--- src/rtl/mem_arb2_pkg.sv ---
// Shared definitions for the two-port memory arbiter: state encodings and default sizes.
package mem_arb2_pkg;

   localparam int unsigned AW_DEF        = 10;
   localparam int unsigned DW_DEF        = 8;
   localparam int unsigned MAX_BURST_DEF = 4;
   localparam int unsigned STATS_W       = 16;

   typedef enum logic [1:0] {
      StIdle = 2'd0,
      StOwnA = 2'd1,
      StOwnB = 2'd2
   } state_e;

endpackage

--- src/rtl/mem_arb2_rr_pick2.sv ---
// Two-way round-robin chooser: a lone requester wins, a tie goes to the port that was not last.
module rr_pick2 (
   input  logic [1:0] req,
   input  logic       last_gnt,
   output logic [1:0] gnt
);

   always_comb begin
      gnt = 2'b00;
      unique case (req)
         2'b01:   gnt = 2'b01;
         2'b10:   gnt = 2'b10;
         2'b11:   gnt = last_gnt ? 2'b01 : 2'b10;
         default: gnt = 2'b00;
      endcase
   end

endmodule

--- src/rtl/mem_arb2.sv ---
// Two-requester arbiter in front of a single-port synchronous memory with bounded bursts.
// Optional grant counters are built when MEM_ARB2_STATS_EN is defined.
module mem_arb2
   import mem_arb2_pkg::*;
#(
   parameter int unsigned AW        = AW_DEF,
   parameter int unsigned DW        = DW_DEF,
   parameter int unsigned MAX_BURST = MAX_BURST_DEF
) (
   input  logic               clk,
   input  logic               rst_n,
   input  logic               req_a,
   input  logic               we_a,
   input  logic [AW-1:0]      addr_a,
   input  logic [DW-1:0]      wdata_a,
   input  logic               req_b,
   input  logic               we_b,
   input  logic [AW-1:0]      addr_b,
   input  logic [DW-1:0]      wdata_b,
   output logic               gnt_a,
   output logic               gnt_b,
   output logic               rvalid_a,
   output logic               rvalid_b,
   output logic [DW-1:0]      rdata,
   output logic               mem_cs,
   output logic               mem_wr,
   output logic               mem_rd,
   output logic [AW-1:0]      mem_addr,
   output logic [DW-1:0]      mem_wdata,
`ifdef MEM_ARB2_STATS_EN
   input  logic               stats_clr,
   output logic [STATS_W-1:0] gnt_cnt_a,
   output logic [STATS_W-1:0] gnt_cnt_b,
`endif
   input  logic [DW-1:0]      mem_rdata
);

   localparam int unsigned BW = $clog2(MAX_BURST) + 1;
   localparam logic [BW-1:0] BEAT_LAST = BW'(MAX_BURST - 1);

   state_e        state_q;
   logic [BW-1:0] beat_cnt_q;
   logic          last_gnt_q;
   logic          rvalid_a_q, rvalid_b_q;
   logic [AW-1:0] addr_q;
   logic [DW-1:0] wdata_q;

   logic [1:0] rr_gnt;
   logic       pick_a, pick_b;
   logic       beat_last, any_gnt, sel_we, same_owner;

   rr_pick2 u_rr_pick2 (
      .req      ({req_b, req_a}),
      .last_gnt (last_gnt_q),
      .gnt      (rr_gnt)
   );

   assign beat_last = (beat_cnt_q == BEAT_LAST);

   always_comb begin
      pick_a = 1'b0;
      pick_b = 1'b0;
      unique case (state_q)
         StOwnA: begin
            if (req_a && !(beat_last && req_b)) pick_a = 1'b1;
            else if (req_b)                     pick_b = 1'b1;
         end
         StOwnB: begin
            if (req_b && !(beat_last && req_a)) pick_b = 1'b1;
            else if (req_a)                     pick_a = 1'b1;
         end
         default: {pick_b, pick_a} = rr_gnt;
      endcase
   end

   // Gating with rst_n keeps every strobe low for the whole reset pulse.
   assign gnt_a   = pick_a & rst_n;
   assign gnt_b   = pick_b & rst_n;
   assign any_gnt = gnt_a | gnt_b;
   assign sel_we  = gnt_b ? we_b : we_a;

   assign mem_cs    = any_gnt;
   assign mem_wr    = any_gnt & sel_we;
   assign mem_rd    = any_gnt & ~sel_we;
   assign mem_addr  = gnt_a ? addr_a  : (gnt_b ? addr_b  : addr_q);
   assign mem_wdata = gnt_a ? wdata_a : (gnt_b ? wdata_b : wdata_q);

   assign rvalid_a = rvalid_a_q;
   assign rvalid_b = rvalid_b_q;
   assign rdata    = mem_rdata;

   assign same_owner = (gnt_a && state_q == StOwnA) || (gnt_b && state_q == StOwnB);

   always_ff @(posedge clk or negedge rst_n) begin
      if (!rst_n) begin
         state_q    <= StIdle;
         beat_cnt_q <= '0;
         last_gnt_q <= 1'b1;
         rvalid_a_q <= 1'b0;
         rvalid_b_q <= 1'b0;
         addr_q     <= '0;
         wdata_q    <= '0;
      end else begin
         rvalid_a_q <= gnt_a & ~we_a;
         rvalid_b_q <= gnt_b & ~we_b;
         if (any_gnt) begin
            state_q    <= gnt_a ? StOwnA : StOwnB;
            last_gnt_q <= gnt_b;
            addr_q     <= mem_addr;
            wdata_q    <= mem_wdata;
            // Saturate so a lone owner cannot wrap past the burst limit.
            if (!same_owner)     beat_cnt_q <= '0;
            else if (!beat_last) beat_cnt_q <= beat_cnt_q + 1'b1;
         end else begin
            state_q    <= StIdle;
            beat_cnt_q <= '0;
         end
      end
   end

`ifdef MEM_ARB2_STATS_EN
   always_ff @(posedge clk or negedge rst_n) begin
      if (!rst_n) begin
         gnt_cnt_a <= '0;
         gnt_cnt_b <= '0;
      end else if (stats_clr) begin
         gnt_cnt_a <= '0;
         gnt_cnt_b <= '0;
      end else begin
         if (gnt_a && gnt_cnt_a != '1) gnt_cnt_a <= gnt_cnt_a + 1'b1;
         if (gnt_b && gnt_cnt_b != '1) gnt_cnt_b <= gnt_cnt_b + 1'b1;
      end
   end
`endif

endmodule

--- config.mk ---
export PLATFORM = sky130hd
export DESIGN_NAME = mem_arb2
export DESIGN_NICKNAME = d
export VERILOG_FILES = /design/src/rtl/mem_arb2_pkg.sv /design/src/rtl/mem_arb2_rr_pick2.sv /design/src/rtl/mem_arb2.sv
export SDC_FILE = /design/constraint.sdc
export NUM_CORES = 1
export LEC_CHECK = 0
export ABC_AREA = 1
export CAP_MARGIN = 25
export CORE_MARGIN = 4
export CORE_UTILIZATION = 35
export DETAILED_ROUTE_END_ITERATION = 16
export PLACE_DENSITY = 0.76
export SETUP_SLACK_MARGIN = 0.02
export SYNTH_ARGS = -nofsm -noshare
export SYNTH_HDL_FRONTEND = slang
export SYNTH_SLANG_ARGS = --single-unit
--- constraint.sdc ---
create_clock -name clk -period 2.8 [get_ports clk]
set_input_delay 0.7 -clock clk [delete_from_list [all_inputs] [get_ports clk]]
set_output_delay 0.7 -clock clk [all_outputs]
set_load 0.02 [all_outputs]
==> metrics.txt <==
Worst-Skew Late Latency 270 ps; CTS tree done; die height 74.8 um; most instantiated library cell after synthesis nand3_1; kind of critical path flip-flop to output pin; most common flop cell mapped by yosys dfrtp_1; Power Density 1290 nW/um2; slew margin rel. 0.839; largest net degree at the start of global routing 22; Setup TNS Final 0 ps; worst setup margin 35.8 ps; RSZ-0062 raised after global routing true; DRC viols 0; Buffers & Inverters on Critical Path 3; Via density 4.83; Port Buf Inserts 66; final core occ 0.650; WP data arrival 2060 ps; period utilisation layout 0.987; asr flop ratio synth 1.00; Warnings, synthesis 0; overflow left after global routing 0; total chip power 3.63 mW; gpl congestion 0.740; final setup violation count 0; Post-DP HPWL 2960 um; Avg WL per Cell 13.3 um; slew of the pin with the lowest slew margin 241 ps; first-pass GRT wire length 6730 um; H-tree Lvls 1; clock root cell clkbuf_8; Place WS -786 ps; Worst VDD drop 0.000686 V; nets@finish 336; CP peak stage delay 390 ps; crit end category output pin; Clock Tree Buf Depth 2; IO Count 83; total number of vias 1609; flops & latches, synth 26; final-report max-slew violation count 0; diodes inserted 0; Worst setup SP type flip-flop; initial antenna violation count 0; critical path, cell by cell ha_2, ha_4, nand2_2, nand3_1, nand3_4, nand2_4, buf_8, buf_12, nand3_1, nand3_2, buf_6; Clock transition at path regs 90 ps; vias in the first global route 1512; Hold Crit Class flip-flop to flip-flop; Crit-path slowest cell dfrtp_1; worst-path fanout max 10; cell area after synthesis 1560 um2; largest area contributor in the netlist dfrtp_1; fmax 362 MHz; Worst Path Required 2100 ps; CP most frequent cell nand3_1; top cells by count, synth nand3_1 (61), nand2_1 (49), dfrtp_1 (25); Netlist cell types 20; Die Footprint 5590 um2; Seq/Total Area, Yosys 0.418; total wire length 4420 um; fraction of layout cells with a size suffix above 1 0.423; CTS buffer count 3; EDFF count, synth 0; CTS sink cnt 26; Final Hold Violating Endpoints 0; R2R setup slack 980 ps; row cnt 24; Die X 74.8 um; Core ar. 4320 um2; main area contributors after synthesis dfrtp_1 (40%), nand3_1 (20%), nand2_1 (12%); CP top delay family simple AND/OR/NAND/NOR gates; leakage power 1.52 nW; clock skew 2.75 ps; maxcap violations 0; drt first pass iters 4; status complete, no violations; GRT Overall Usage 0.155; 1st-iter DRT viols 52; Synth top area share 0.401; ANT nets after route 0; Initial Util 0.361; Syn Inst Count 192; Syn Nets 246; Area growth, synth to finish 80.2%; fin crit period 2760 ps; syn_area_per_cell 8.13 um2
## cells by family (layout without fill, tap and decap cells)
logic type	count (synthesis)	count (layout)	synth area share
simple gates	129	129	0.429
buf+inv	28	117	0.103
flops	26	26	0.418
fa+ha+maj	4	4	0.0321
compound gates	4	4	0.0128
xor+xnor	1	1	0.00561
## area by class of cell
| type | instances | area [um2] |
|---|---|---|
| clock buffer | 3 | 41.3 |
| clock inverter | 1 | 30.0 |
| fill | 345 | 1510 |
| inverter | 12 | 52.6 |
| multi-input combinational | 138 | 970 |
| sequential | 26 | 652 |
| tap | 52 | 65.1 |
| timing repair buffer | 101 | 1000 |
## sequential cells by signal, indices dropped and copies added (netlist names)
signal and count:
rvalid_b 1, rvalid_a 1, wdata_q 8, state_q 2, addr_q 10, last_gnt_q 1
beat_cnt_q 3
## layout by cell type, fill, tap and decap left out, drive strengths merged
master | netlist | final
nand3 | 63 | 63
bufinv | 0 | 1
dfrtp | 25 | 25
dlygate4sd2 | 0 | 1
clkbuf | 0 | 6
o21ai | 1 | 1
nor2 | 6 | 6
nand2 | 59 | 59
ha | 4 | 4
nand4 | 1 | 1
xnor2 | 1 | 1
dfstp | 1 | 1
clkdlybuf4s50 | 0 | 40
inv | 12 | 12
a21oi | 3 | 3
buf | 16 | 57
## final timing paths
check,startpoint,endpoint,cells after the start
max,beat_cnt_q[0],mem_wdata[3],11
max reg2reg,beat_cnt_q[0],addr_q[1],11
min in group asynchronous,rst_n,wdata_q[7],2
min reg2reg,beat_cnt_q[2],beat_cnt_q[2],2
max in group asynchronous,rst_n,last_gnt_q,3
min,beat_cnt_q[2],beat_cnt_q[2],2
## routing by layer
layer  GRT usage  up-vias  part of all wire
li1            -      808                 -
met1       0.175      751              0.37
met2       0.292       41              0.54
met3      0.0401        9             0.067
met4      0.0296        0             0.018
met5           0        -                 0
## power by group
| part | leakage (nW) | internal [mW] | switching, mW |
|---|---|---|---|
| Clock | 0.0357 | 0.191 | 0.119 |
| Combinational | 1.15 | 1.30 | 1.43 |
| Sequential | 0.328 | 0.545 | 0.0517 |
## metrics by stage
step | std cells | instance area [um2] | hold slack, ps
floorplan | 192 | 1560 | 404
global placement | 321 | 2390 | 489
detailed placement | 321 | 2390 | 496
CTS | 329 | 2560 | 517
global route | 333 | 2810 | 550
finish | 333 | 2810 | 509
## tightest hold or removal path, stage by stage, from the launching register on
cell	delay, ps
dfrtp_1	350
nand3_1	70
nand2_1	60
## what timing repair did
item	in CTS	in global routing
pin swaps	4	8
endpoints found under the setup margin	23	23
gates resized for setup	132	70
hold buffers	0	0
cloned	1	0
buffers inserted	3	4
Note: power is estimated with default switching activity, not from simulation.
